===== config.mk =====
export PLATFORM = sky130hd
export DESIGN_NAME = misr_signature_analyzer_flat
export DESIGN_NICKNAME = d
export VERILOG_FILES = /design/src/rtl/misr_if.sv /design/src/rtl/misr_signature_analyzer.sv /design/src/flat_wrapper.sv
export SDC_FILE = /design/constraint.sdc
export NUM_CORES = 1
export LEC_CHECK = 0
export ABC_AREA = 1
export CAP_MARGIN = 20
export CELL_PAD_IN_SITES_DETAIL_PLACEMENT = 0
export CELL_PAD_IN_SITES_GLOBAL_PLACEMENT = 2
export CORE_ASPECT_RATIO = 1.2
export CORE_MARGIN = 3
export CORE_UTILIZATION = 25
export DETAILED_ROUTE_END_ITERATION = 10
export PLACE_DENSITY = 0.78
export SLEW_MARGIN = 20
export SYNTH_ARGS = -nofsm -noshare
export SYNTH_HDL_FRONTEND = slang
export SYNTH_SLANG_ARGS = --single-unit

===== constraint.sdc =====
create_clock -name clk -period 2.05 [get_ports clk]
set_input_delay 0.5125 -clock clk [delete_from_list [all_inputs] [get_ports clk]]
set_output_delay 0.5125 -clock clk [all_outputs]
set_load 0.02 [all_outputs]

===== src/rtl/misr_if.sv =====
// Stimulus/result bundle between a BIST controller (master) and the MISR (slave).
interface misr_if #(
    parameter int unsigned WIDTH = 3
);
    logic             start;
    logic [WIDTH:1]   din;
    logic             din_valid;
    logic [WIDTH:1]   sig;
    logic             busy;
    logic             done;
    logic             pass;
    logic             timeout;

    modport master (
        output start, din, din_valid,
        input  sig, busy, done, pass, timeout
    );

    modport slave (
        input  start, din, din_valid,
        output sig, busy, done, pass, timeout
    );
endinterface


===== src/rtl/misr_signature_analyzer.sv =====
// Galois MISR with IDLE/RUN/DONE control; compacts PATTERN_COUNT words and checks vs GOLDEN.
// Optional idle-cycle watchdog enabled by defining MISR_TIMEOUT_EN.
module misr_signature_analyzer #(
    parameter int unsigned    WIDTH         = 3,
    parameter logic [WIDTH:1] TAPS          = 3'b011,
    parameter logic [WIDTH:1] SEED          = 3'b000,
    parameter int unsigned    PATTERN_COUNT = 7,
    parameter logic [WIDTH:1] GOLDEN        = 3'b111,
    parameter int unsigned    TIMEOUT       = 15
) (
    input logic  clk,
    input logic  clr,
    misr_if.slave bus
);
    localparam int unsigned         CntW    = $clog2(PATTERN_COUNT + 1);
    localparam logic [CntW-1:0]     CntLast = CntW'(PATTERN_COUNT - 1);

    typedef enum logic [1:0] {StIdle, StRun, StDone} state_e;

    state_e          state_q, state_d;
    logic [WIDTH:1]  sig_q, sig_d, sig_step;
    logic [CntW-1:0] count_q, count_d;
    logic            pass_q, pass_d;

    // Shift toward MSB, fold the outgoing MSB back through the tap mask, then mix in data.
    assign sig_step = {sig_q[WIDTH-1:1], 1'b0} ^ (sig_q[WIDTH] ? TAPS : '0) ^ bus.din;

`ifdef MISR_TIMEOUT_EN
    localparam int unsigned         IdleW    = $clog2(TIMEOUT + 1);
    localparam logic [IdleW-1:0]    IdleLast = IdleW'(TIMEOUT - 1);

    logic [IdleW-1:0] idle_q, idle_d;
    logic             timeout_q, timeout_d;

    assign bus.timeout = timeout_q;
`else
    logic unused_timeout;
    assign unused_timeout = ^TIMEOUT;
    assign bus.timeout    = 1'b0;
`endif

    always_ff @(posedge clk) begin
        if (clr) begin
            state_q   <= StIdle;
            sig_q     <= SEED;
            count_q   <= '0;
            pass_q    <= 1'b0;
`ifdef MISR_TIMEOUT_EN
            idle_q    <= '0;
            timeout_q <= 1'b0;
`endif
        end else begin
            state_q   <= state_d;
            sig_q     <= sig_d;
            count_q   <= count_d;
            pass_q    <= pass_d;
`ifdef MISR_TIMEOUT_EN
            idle_q    <= idle_d;
            timeout_q <= timeout_d;
`endif
        end
    end

    always_comb begin
        state_d   = state_q;
        sig_d     = sig_q;
        count_d   = count_q;
        pass_d    = pass_q;
`ifdef MISR_TIMEOUT_EN
        idle_d    = idle_q;
        timeout_d = timeout_q;
`endif
        unique case (state_q)
            StIdle, StDone: begin
                if (bus.start) begin
                    state_d   = StRun;
                    sig_d     = SEED;
                    count_d   = '0;
                    pass_d    = 1'b0;
`ifdef MISR_TIMEOUT_EN
                    idle_d    = '0;
                    timeout_d = 1'b0;
`endif
                end
            end
            StRun: begin
                if (bus.din_valid) begin
                    sig_d   = sig_step;
                    count_d = count_q + CntW'(1);
`ifdef MISR_TIMEOUT_EN
                    idle_d  = '0;
`endif
                    if (count_q == CntLast) begin
                        state_d = StDone;
                        pass_d  = (sig_step == GOLDEN);
                    end
                end
`ifdef MISR_TIMEOUT_EN
                else begin
                    idle_d = idle_q + IdleW'(1);
                    if (idle_q == IdleLast) begin
                        state_d   = StDone;
                        pass_d    = 1'b0;
                        timeout_d = 1'b1;
                    end
                end
`endif
            end
            default: state_d = StIdle;
        endcase
    end

    assign bus.sig  = sig_q;
    assign bus.busy = (state_q == StRun);
    assign bus.done = (state_q == StDone);
    assign bus.pass = pass_q;
endmodule


===== src/flat_wrapper.sv =====
// flat-port wrapper written by rule: the top's interface ports become plain ports
module misr_signature_analyzer_flat 
#(
    parameter int unsigned    WIDTH         = 3,
    parameter logic [WIDTH:1] TAPS          = 3'b011,
    parameter logic [WIDTH:1] SEED          = 3'b000,
    parameter int unsigned    PATTERN_COUNT = 7,
    parameter logic [WIDTH:1] GOLDEN        = 3'b111,
    parameter int unsigned    TIMEOUT       = 15
)
  (clk, clr, bus_start, bus_din, bus_din_valid, bus_sig, bus_busy, bus_done, bus_pass, bus_timeout);
  misr_if #(.WIDTH(WIDTH)) bus_i ();
  input logic clk;
  input logic clr;
  input wire logic [$bits(bus_i.start)-1:0] bus_start;
  input wire logic [$bits(bus_i.din)-1:0] bus_din;
  input wire logic [$bits(bus_i.din_valid)-1:0] bus_din_valid;
  output wire logic [$bits(bus_i.sig)-1:0] bus_sig;
  output wire logic [$bits(bus_i.busy)-1:0] bus_busy;
  output wire logic [$bits(bus_i.done)-1:0] bus_done;
  output wire logic [$bits(bus_i.pass)-1:0] bus_pass;
  output wire logic [$bits(bus_i.timeout)-1:0] bus_timeout;
  assign bus_i.start = bus_start;
  assign bus_i.din = bus_din;
  assign bus_i.din_valid = bus_din_valid;
  assign bus_sig = bus_i.sig;
  assign bus_busy = bus_i.busy;
  assign bus_done = bus_i.done;
  assign bus_pass = bus_i.pass;
  assign bus_timeout = bus_i.timeout;
  misr_signature_analyzer #(.WIDTH(WIDTH), .TAPS(TAPS), .SEED(SEED), .PATTERN_COUNT(PATTERN_COUNT), .GOLDEN(GOLDEN), .TIMEOUT(TIMEOUT)) u_core (.clk(clk), .clr(clr), .bus(bus_i));
endmodule

[Yosys cells after proc, flatten, opt, wreduce, memory -nomap -nowiden]
Index checks and enable logic that the tools add are counted.
Word-level totals
  bits of input ports: 7
  bits in registers: 9
Operators by class
  multiplexer cells: 14
  $add $sub $neg: 1
  bitwise logic cells: 2
  eq/ne operators: 7
  reductions and logical operators: 6
Operator list (count)
  case mux 3 bit (2 select lines): 2
  two-way mux 3 bit: 3
  two-way mux 2 bit: 4
  == test 3 bit (second input constant): 2
  AND reduction 3 bit: 2
  bitwise XOR 3 bit: 2
  != test 2 bit (second input constant): 2
  case mux 2 bit (2 select lines): 1
  AND reduction 4 bit: 1
  adder 3 x 1 -> 3 bit (second input constant): 1
  two-way mux 1 bit: 3
  == test 2 x 1 -> 1 bit (second input constant): 1
  == test 2 bit (second input constant): 1
  logical NOT 2 bit: 1
  != test 2 x 1 -> 1 bit (second input constant): 1
  case mux 1 bit (2 select lines): 1
  nonzero test 2 bit: 1
  OR reduction 2 bit: 1

[Logic depth before layout (Yosys ltp)]
  depth after elaboration: 7
  gate-level depth with buffers: 8
  gate-level depth less buffers: 8

[Worst setup path after synthesis]
OpenSTA, ideal clock, no wires.
  kind: flip-flop to output port
  start: register u_core.state_q[0]
  end: output bus_done
  arrival: 644 ps
  cell stages (with the launch flop): 2
  buffers on the path: 0
  required time: 1537 ps
  setup slack: 893 ps
  cell sequence: dfxtp_1 -> nor2_1
Between the ends
  cells in the longest elaborated chain, start to end: 1
Ends and longest elaborated chain
  from (decl): RTL line misr_signature_analyzer.sv:20  | state_e state_q, state_d;
  from (signal assigned): RTL line misr_signature_analyzer.sv:44  | state_q <= StIdle;
  from (signal assigned): RTL line misr_signature_analyzer.sv:53  | state_q <= state_d;
  == test 2 bit: RTL line misr_signature_analyzer.sv:115  | assign bus.done = (state_q == StDone);
  to (decl): RTL line flat_wrapper.sv:20  | output wire logic [$bits(bus_i.done)-1:0] bus_done;
Every way passes these cells.

[Worst setup path in the final report]
  start: register u_core.state_q[1]
  end: output bus_busy
Between the ends
  cells in the longest elaborated chain, start to end: 1
Ends and longest elaborated chain
  == test 2 x 1 -> 1 bit: RTL line misr_signature_analyzer.sv:114  | assign bus.busy = (state_q == StRun);
  to (decl): RTL line flat_wrapper.sv:19  | output wire logic [$bits(bus_i.busy)-1:0] bus_busy;
Every way passes these cells.

==> flow_summary.yaml <==
placement:
  dp_slack_ps: 325
  placed_cell_area_um2: 652
  hpwl_um: 932
  gp_congestion: 0.715
  dp.cells: 105
  port_buffers: 12
sta:
  fin_crit_ps: 1960
  hold_viol_final: 0
  setup_violations: 0
  whs_ps: 481
  setup_ws_ps: 92.9
  fin_skew_ps: 0.856
  fin_setup_tns_ps: 0
  finalMaxSlewViolations: 0
  fmax_mhz: 511
  finalCritPeriodShare: 0.955
  rsz0062_at_grt: "false"
detailed_routing:
  top_layer_used: "met4"
  vias: 480
  wl_met2_um: 566
  firstDrtPassIters: 3
  via_per_inst: 4.40
  ant_nets: 0
  drtIter0Drc: 7
  wl_met1_um: 516
  drt-wirelength-per-cell_um: 10.7
  drc: 0
  route.met3.wl_um: 61
  wirelength_um: 1160
clock_tree:
  cts.sinks: 9
  cts_buffer_depth: 2
  cts-root-buf: "clkbuf_4"
  cts_setup_buffers: 0
  clkLatencyLatePin_ps: 260
  h-tree-depth: 1
  cts_buffers: 3
  clk_pin_slew_worst_paths_ps: 60
  cts_tree: "done"
die:
  die_y_um: 55.4
  io_pins: 14
  start_util: 0.271
  dieArea_mm2: 0.00261
  die_w_um: 47.2
  coreArea_mm2: 0.00187
  num_rows: 17
logic_synthesis:
  syn_inst: 74
  ys_async_sr_fraction: 0
  synth_fp_nets: 83
  synth_common_cells: "nand2_1 (22), inv_1 (11), dfxtp_1 (9)"
  seq_area_frac_synth: 0.355
  postSynthAreaPerCell_um2: 6.86
  synth_area_leaders: "dfxtp_1 (35%), nand2_1 (16%), inv_1 (8.1%)"
  synthFlopType: "dfxtp_1"
  yosysMostFrequentCell: "nand2_1"
  synth.top_cell.area_share: 0.355
  yosysWarnings: 0
  yosysTopAreaCell: "dfxtp_1"
  synth_seq_cells: 9
  syn_area_um2: 508
  synth_edf_count: 0
  yosysUniqueCellTypes: 21
worst_setup_path:
  start_kind: "flop"
  worstPathMaxFanout: 4
  crit_required_ps: 1540
  timing.rr.start: "u_core.count_q[0]"
  crit_path_start: "u_core.state_q[1]"
  end_kind: "output port"
  critPathKind: "reg -> out"
  crit_arrival_ps: 1440
finish:
  final_cells: 109
  postLayoutCoreUtil: 0.363
  fin_nets: 100
  final_area_um2: 679
  drive_above_1_share: 0.144
  antennaDiodeCount: 0
  synthToLayoutAreaGrowth_pct: 33.7
power:
  p_leak_nw: 0.296
  comb_power_share: 0.185
  powerDensity_mw_per_mm2: 592
  p_sw_frac: 0.283
  p_seq_frac: 0.467
  intPower_mw: 0.288
  finalPower_mw: 0.402
  p_sw_mw: 0.114
  clkPwrFrac: 0.349
  vdd_drop_max_mv: 0.347
hold_path:
  worstHoldStart: "u_core.bus.pass"
  hold_path_class: "reg -> reg"
global_routing:
  grt.total_usage: 0.102
  overflow: 0
  grt_pass1_vias: 465
  grt_pass1_wl_um: 1890
  grt_start_max_net_pins: 7
  antenna_found_initial: 0
run:
  drv_cap: 0
run_status:
  status: "completed"
[cell type report]
cell class,instances,area (µm²)
flip-flops and latches,9,181
fillers,220,1190
inverters,12,45.0
multi-input cells,52,275
clock buffers,4,26.3
repair buffers,13,128
well taps,19,23.8
[cells by family (layout without fill, tap and decap cells)]
logic type	Yosys count	after routing	synth area share
AND/OR/NAND/NOR	39	39	0.374
flip-flops	9	9	0.355
AO/OA/AOI/OAI	10	10	0.111
buffers and inverters	13	29	0.103
adder cells (fa/ha/maj)	2	2	0.0493
other	1	1	0.00738
[power by group through the flow]
stage,clock network [mW],logic [mW],registers (mW)
global route,0.155,0.0832,0.188
CTS,0.148,0.0761,0.187
detailed placement,0,0.0755,0.191
floorplan,0,0.0417,0.193
global placement,0,0.0761,0.191
finish,0.140,0.0743,0.188
[registers in the layout, summed over array words and instances, names as in the netlist]
signal,cells
u_core.count_q,3
u_core.state_q,2
u_core.bus.sig,3
u_core.bus.pass,1
[final timing paths]
check / depth (start not counted) / slack [ps] / end
hold reg to reg: 2 / 480 / u_core.bus.pass
hold / removal: 2 / 480 / u_core.bus.pass
setup reg to reg: 4 / 910 / u_core.count_q[1]
setup / recovery: 4 / 90 / bus_busy
[per-layer routing]
metal | GRT usage | up-vias
met5 | 0 | -
met4 | 0.0711 | 0
met3 | 0.0228 | 2
met2 | 0.150 | 10
met1 | 0.126 | 209
li1 | - | 259
[layout by cell type, fill, tap and decap left out, drive strengths merged]
| cell type | instances |
|---|---|
| or2 | 1 |
| nor3 | 2 |
| o21a | 1 |
| ha | 2 |
| dfxtp | 9 |
| nand2 | 25 |
| a21oi | 8 |
| buf | 1 |
| nor2 | 5 |
| nand3 | 5 |
| and3 | 1 |
| conb | 1 |
| inv | 12 |
| clkbuf | 4 |
| o21ai | 1 |
| clkdlybuf4s50 | 12 |
[worst max-delay path, stage by stage (launching register included)]
cell and delay [ps]:
dfxtp_1 300, inv_1 120, nand2_1 90, inv_1 80
clkdlybuf4s50_1 600
[what timing repair did]
item / in CTS / in global routing
setup endpoints to repair: 0 / 1
hold buffers: 0 / 0
resized for setup: 0 / 1
Power figures use the tool's default switching activity.
